File: src/rtl/sram_port_arbiter.sv
// sram_port_arbiter
// Shares one external 1Mx16 SRAM between the SLC-3 CPU (port 0) and a
// DMA/program-loader (port 1). The winner's command is latched in IDLE and the
// active-low chip strobes are sequenced SETUP -> ACCESS x WAIT_CYCLES -> DONE.
// All strobes, acks, read data and busy are registered from the current state,
// so the pins follow the FSM state by one cycle. Read data is captured at the
// end of the last OE-low pin cycle and appears together with the ack.
// Optional feature macro: SRAM_ARB_ROUND_ROBIN_EN (round-robin on ties;
// default build uses fixed priority with the CPU winning ties).

module sram_port_arbiter #(
   parameter int WAIT_CYCLES = 2
) (
   input  logic        Clk,
   input  logic        Reset,
   input  logic        cpu_req,
   input  logic        cpu_we,
   input  logic [15:0] cpu_addr,
   input  logic [15:0] cpu_wdata,
   output logic [15:0] cpu_rdata,
   output logic        cpu_ack,
   input  logic        dma_req,
   input  logic        dma_we,
   input  logic [15:0] dma_addr,
   input  logic [15:0] dma_wdata,
   output logic [15:0] dma_rdata,
   output logic        dma_ack,
   output logic        CE,
   output logic        UB,
   output logic        LB,
   output logic        OE,
   output logic        WE,
   output logic [19:0] ADDR,
   output logic [15:0] Data_to_SRAM,
   input  logic [15:0] Data_from_SRAM,
   output logic        sram_drive,
   output logic        busy
);

   localparam int CW = (WAIT_CYCLES > 1) ? $clog2(WAIT_CYCLES) : 1;
   localparam logic [CW-1:0] CNT_LOAD = CW'(WAIT_CYCLES - 1);

   typedef enum logic [1:0] {
      IDLE   = 2'd0,
      SETUP  = 2'd1,
      ACCESS = 2'd2,
      DONE   = 2'd3
   } state_t;

   state_t        state_q, state_d;
   logic [CW-1:0] cnt_q, cnt_d;
   logic          grant_q, grant_d;
   logic          we_q, we_d;
   logic [15:0]   addr_q, addr_d;
   logic [15:0]   wdata_q, wdata_d;
   logic [15:0]   cpu_rdata_q, cpu_rdata_d;
   logic [15:0]   dma_rdata_q, dma_rdata_d;
   logic          ce_q, ce_d;
   logic          oe_q, oe_d;
   logic          wen_q, wen_d;
   logic          drive_q, drive_d;
   logic          cpu_ack_q, cpu_ack_d;
   logic          dma_ack_q, dma_ack_d;
   logic          busy_q, busy_d;
   logic          pick_dma;
`ifdef SRAM_ARB_ROUND_ROBIN_EN
   logic          last_q, last_d;
`endif

   // Next-state, command latch, arbitration and next pin values from the current state
   always_comb begin
      state_d     = state_q;
      cnt_d       = cnt_q;
      grant_d     = grant_q;
      we_d        = we_q;
      addr_d      = addr_q;
      wdata_d     = wdata_q;
      cpu_rdata_d = cpu_rdata_q;
      dma_rdata_d = dma_rdata_q;
      ce_d        = 1'b1;
      oe_d        = 1'b1;
      wen_d       = 1'b1;
      drive_d     = 1'b0;
      cpu_ack_d   = 1'b0;
      dma_ack_d   = 1'b0;
      busy_d      = (state_q != IDLE);
      pick_dma    = 1'b0;
`ifdef SRAM_ARB_ROUND_ROBIN_EN
      last_d      = last_q;
      if (cpu_req && dma_req) begin
         pick_dma = ~last_q;
      end else begin
         pick_dma = dma_req;
      end
`else
      pick_dma = ~cpu_req;
`endif
      case (state_q)
         IDLE: begin
            if (cpu_req || dma_req) begin
               grant_d = pick_dma;
               we_d    = pick_dma ? dma_we    : cpu_we;
               addr_d  = pick_dma ? dma_addr  : cpu_addr;
               wdata_d = pick_dma ? dma_wdata : cpu_wdata;
`ifdef SRAM_ARB_ROUND_ROBIN_EN
               last_d  = pick_dma;
`endif
               state_d = SETUP;
            end
         end
         SETUP: begin
            ce_d    = 1'b0;
            cnt_d   = CNT_LOAD;
            state_d = ACCESS;
         end
         ACCESS: begin
            ce_d = 1'b0;
            if (we_q) begin
               wen_d   = 1'b0;
               drive_d = 1'b1;
            end else begin
               oe_d = 1'b0;
            end
            if (cnt_q == '0) begin
               state_d = DONE;
            end else begin
               cnt_d = cnt_q - CW'(1);
            end
         end
         DONE: begin
            cpu_ack_d = ~grant_q;
            dma_ack_d = grant_q;
            if (!we_q) begin
               if (grant_q) begin
                  dma_rdata_d = Data_from_SRAM;
               end else begin
                  cpu_rdata_d = Data_from_SRAM;
               end
            end
            state_d = IDLE;
         end
         default: state_d = IDLE;
      endcase
   end

   // State, latched command and registered pin outputs; reset aborts any access silently
   always_ff @(posedge Clk) begin
      if (Reset) begin
         state_q     <= IDLE;
         cnt_q       <= '0;
         grant_q     <= 1'b0;
         we_q        <= 1'b0;
         addr_q      <= 16'h0000;
         wdata_q     <= 16'h0000;
         cpu_rdata_q <= 16'h0000;
         dma_rdata_q <= 16'h0000;
         ce_q        <= 1'b1;
         oe_q        <= 1'b1;
         wen_q       <= 1'b1;
         drive_q     <= 1'b0;
         cpu_ack_q   <= 1'b0;
         dma_ack_q   <= 1'b0;
         busy_q      <= 1'b0;
`ifdef SRAM_ARB_ROUND_ROBIN_EN
         last_q      <= 1'b1;
`endif
      end else begin
         state_q     <= state_d;
         cnt_q       <= cnt_d;
         grant_q     <= grant_d;
         we_q        <= we_d;
         addr_q      <= addr_d;
         wdata_q     <= wdata_d;
         cpu_rdata_q <= cpu_rdata_d;
         dma_rdata_q <= dma_rdata_d;
         ce_q        <= ce_d;
         oe_q        <= oe_d;
         wen_q       <= wen_d;
         drive_q     <= drive_d;
         cpu_ack_q   <= cpu_ack_d;
         dma_ack_q   <= dma_ack_d;
         busy_q      <= busy_d;
`ifdef SRAM_ARB_ROUND_ROBIN_EN
         last_q      <= last_d;
`endif
      end
   end

   assign CE           = ce_q;
   assign UB           = ce_q;
   assign LB           = ce_q;
   assign OE           = oe_q;
   assign WE           = wen_q;
   assign sram_drive   = drive_q;
   assign ADDR         = {4'h0, addr_q};
   assign Data_to_SRAM = wdata_q;
   assign cpu_rdata    = cpu_rdata_q;
   assign dma_rdata    = dma_rdata_q;
   assign cpu_ack      = cpu_ack_q;
   assign dma_ack      = dma_ack_q;
   assign busy         = busy_q;

endmodule

File: config.mk
export PLATFORM = sky130hd
export DESIGN_NAME = sram_port_arbiter
export DESIGN_NICKNAME = d
export VERILOG_FILES = /design/src/rtl/sram_port_arbiter.sv
export SDC_FILE = /design/constraint.sdc
export NUM_CORES = 1
export LEC_CHECK = 0
export ABC_AREA = 1
export ABC_CLOCK_PERIOD_IN_PS = 1100
export BUFFER_PORTS_ARGS = -buffer_cell sky130_fd_sc_hd__buf_4
export CORE_ASPECT_RATIO = 0.5
export CORE_MARGIN = 2
export CORE_UTILIZATION = 41
export CTS_CLUSTER_DIAMETER = 50
export DETAILED_ROUTE_END_ITERATION = 10
export PLACE_DENSITY = 0.78
export SKIP_LAST_GASP = 1
export SLEW_MARGIN = 20
export SYNTH_ARGS = -nofsm -noshare
export SYNTH_HDL_FRONTEND = slang
export SYNTH_SLANG_ARGS = --single-unit
File: constraint.sdc
create_clock -name Clk -period 1.1 [get_ports Clk]
set_input_delay 0.165 -clock Clk [delete_from_list [all_inputs] [get_ports Clk]]
set_output_delay 0.165 -clock Clk [all_outputs]
set_load 0.005 [all_outputs]
==> summary.txt <==
CTS
  • Clock latency on the worst-skew pair: 330 ps
  • CTS Buf Count: 9
  • CTS Sinks: 76
  • Cts-stage hold buffer count: 0
  • CTS clock-pin slew for the worst setup and hold paths: 60 ps
  • H-tree levels: 3
  • Root Driver: clkbuf_16
  • CTS tree: built
  • Bufs on Longest Clock Path: 2

Synth
  • Synth Instances: 506
  • Mapped Area: 0.003302 mm2
  • Post-synthesis mux area share: 0%
  • XOR/XNOR Fraction of Synth Area: 0%
  • #FFs+latches synth: 76
  • Compound-Gate Fraction of Synth Area: 6.025%
  • Synth Area in Simple Gates: 36.19%
  • Syn_area_per_cell: 6.526 um2
  • Main combinational cell family by area after synthesis: simple AND/OR/NAND/NOR gates
  • Unique cell type count in the Yosys netlist: 18
  • Register area share after synthesis: 46.08%
  • YS warnings: 0
  • Post-Synth Adder-Cell Area: 1.137%

Floorplanning
  • Row count: 23
  • Initial Util: 41.72%
  • Die area: 0.008831 mm2
  • Die H: 67.46 um
  • Die W: 130.9 um
  • CORE AREA: 0.007914 mm2
  • # IOs: 163

Place
  • RD Place Congestion: 0.8256
  • Hpwl dp: 6259 um
  • IO buf count: 158

Worst setup path
  • WP data arrival: 1440 ps
  • Startpoint Class: register
  • Max FO, Critical Path: 9
  • Crit path kind: reg -> reg
  • R2R depth: 5
  • CP Data Required Time: 1320 ps
  • CP endpoint kind: register

Detailed routing
  • Antenna viol nets, final: 0
  • WL final: 8751 um
  • Initial detailed-routing violation count: 142
  • Mean routed wirelength per cell: 11.06 um
  • Drt drc: 0
  • DRT Pass-1 Iters: 4
  • Vias: 3460
  • Drt via density: 4.374

Power
  • Leak: 2.739 nW
  • PD cells: 2071 mW/mm2
  • Total Power: 0.01089 W
  • Worst vdd ir: 1110 uV

STA
  • Setup ws final: -114.1 ps
  • Final setup fails: 65
  • Setup TNS: -3083 ps
  • Skew final: 9.119 ps
  • Final number of max-transition violations: 0
  • Period utilization: 110.4%
  • Fmax: 823.7 MHz
  • RSZ-0062 raised after global routing: true
  • Final Hold Viols: 0
  • Crit path time final: 1214 ps

Global routing
  • Total gr overflow: 0
  • Vias in the first global route: 3104
  • Initial antenna violation count: 0
  • GRT Overall Usage: 19.66%
  • First-pass GRT wire length: 13610 um
  • Largest net degree at the start of global routing: 41

Final layout
  • Commonest cells after routing, fill and taps aside: 168 x nand2_1, 168 x buf_4, 120 x nor2_1
  • P&R area growth vs syn: 59.26%
  • N_diodes: 0
  • Share of cells above drive strength 1: 36.38%
  • Final Net Count: 763

Outcome
  • Failing checks: negative setup slack
  • Run status: finished with violations

Min path
  • Hold path depth: 2
  • Worst Hold Class: in -> reg

Job
  • Maxcap violations: 0
-- path summary, 6_finish.rpt --
kind | start | endpoint | slack (ps)
setup / recovery | state_q[1] | dma_rdata[0] | -110
setup reg to reg | state_q[1] | dma_rdata[0] | -110
hold / removal | Reset | dma_ack | 20
hold reg to reg | dma_rdata[8] | dma_rdata[8] | 470
-- layout make-up --
| class | count | area [um2] |
|---|---|---|
| fill | 690 | 2655 |
| multi-input combinational | 360 | 1614 |
| sequential | 76 | 1529 |
| timing repair buffer | 184 | 1516 |
| clock buffer | 11 | 242.7 |
| inverter | 42 | 172.7 |
| tap | 112 | 140.1 |
| clock inverter | 5 | 37.54 |
| timing repair inverter | 1 | 6.256 |
-- metrics by stage --
stage / util, % / std cells / setup slack (ps) / area [um2] / hold WS, ps
after floorplan: - / 509 / -8.372 / 3381 / 231.7
after global placement: 59.92 / 770 / -54.83 / 4742 / 355.9
after detailed placement: 59.92 / 770 / -82.74 / 4742 / 360.3
after CTS: 64.19 / 787 / -79.16 / 5080 / 4.291
after global routing: 66.45 / 791 / -179.8 / 5259 / 19.13
final: 66.45 / 791 / -114.1 / 5259 / 20.47
-- logic make-up after synthesis --
family                     count (synthesis)
other                                      1
DFF                                       76
adders and majority gates                  3
and+or+nand+nor                          314
buffers and inverters                     73
AOI/OAI and AO/OA                         39
-- worst max-delay path, stage by stage, from the launching register on --
cell,delay [ps]
dfxtp_4,380
ha_4,170
nand3_4,140
buf_12,170
o21ai_0,190
nor2_1,60
-- per-layer routing --
metal | GRT usage (%) | vias up | share of wire [%]
li1 | - | 1846 | -
met1 | 21.27 | 1498 | 43
met2 | 36.91 | 102 | 49
met3 | 6.339 | 14 | 6.1
met4 | 6.782 | 0 | 1.6
met5 | 0 | - | 0
-- cells in the mapped netlist, drive strengths merged --
cell,count,area [um2]
dfxtp,76,1521
ha,3,37.54
a21oi,4,20.02
o21ai,35,178.9
clkbuf,11,41.29
buf,20,146.4
clkinv,1,3.750
nor2,135,506.7
conb,1,3.750
nand3,5,35.03
inv,41,153.9
nand2,174,653.1
-- registers in the layout, indices dropped and copies added, names as in the netlist, 2 cells and up --
| name | count |
|---|---|
| Data_to_SRAM | 16 |
| addr_q | 16 |
| cpu_rdata | 16 |
| dma_rdata | 16 |
| state_q | 2 |
-- power breakdown --
group | internal, W | total (W) | switching, W
Sequential | 0.00346 | 0.00388 | 0.000428
Clock | 0.00159 | 0.00271 | 0.00112
Combinational | 0.00222 | 0.00430 | 0.00207
-- timing repair --
item                       CTS  global route
gates cloned                 0             2
setup endpoints to repair   63            68
gates resized for setup     30            42
pin swaps                    0            18
buffers inserted             1             2
Power figures use the tool's default switching activity.
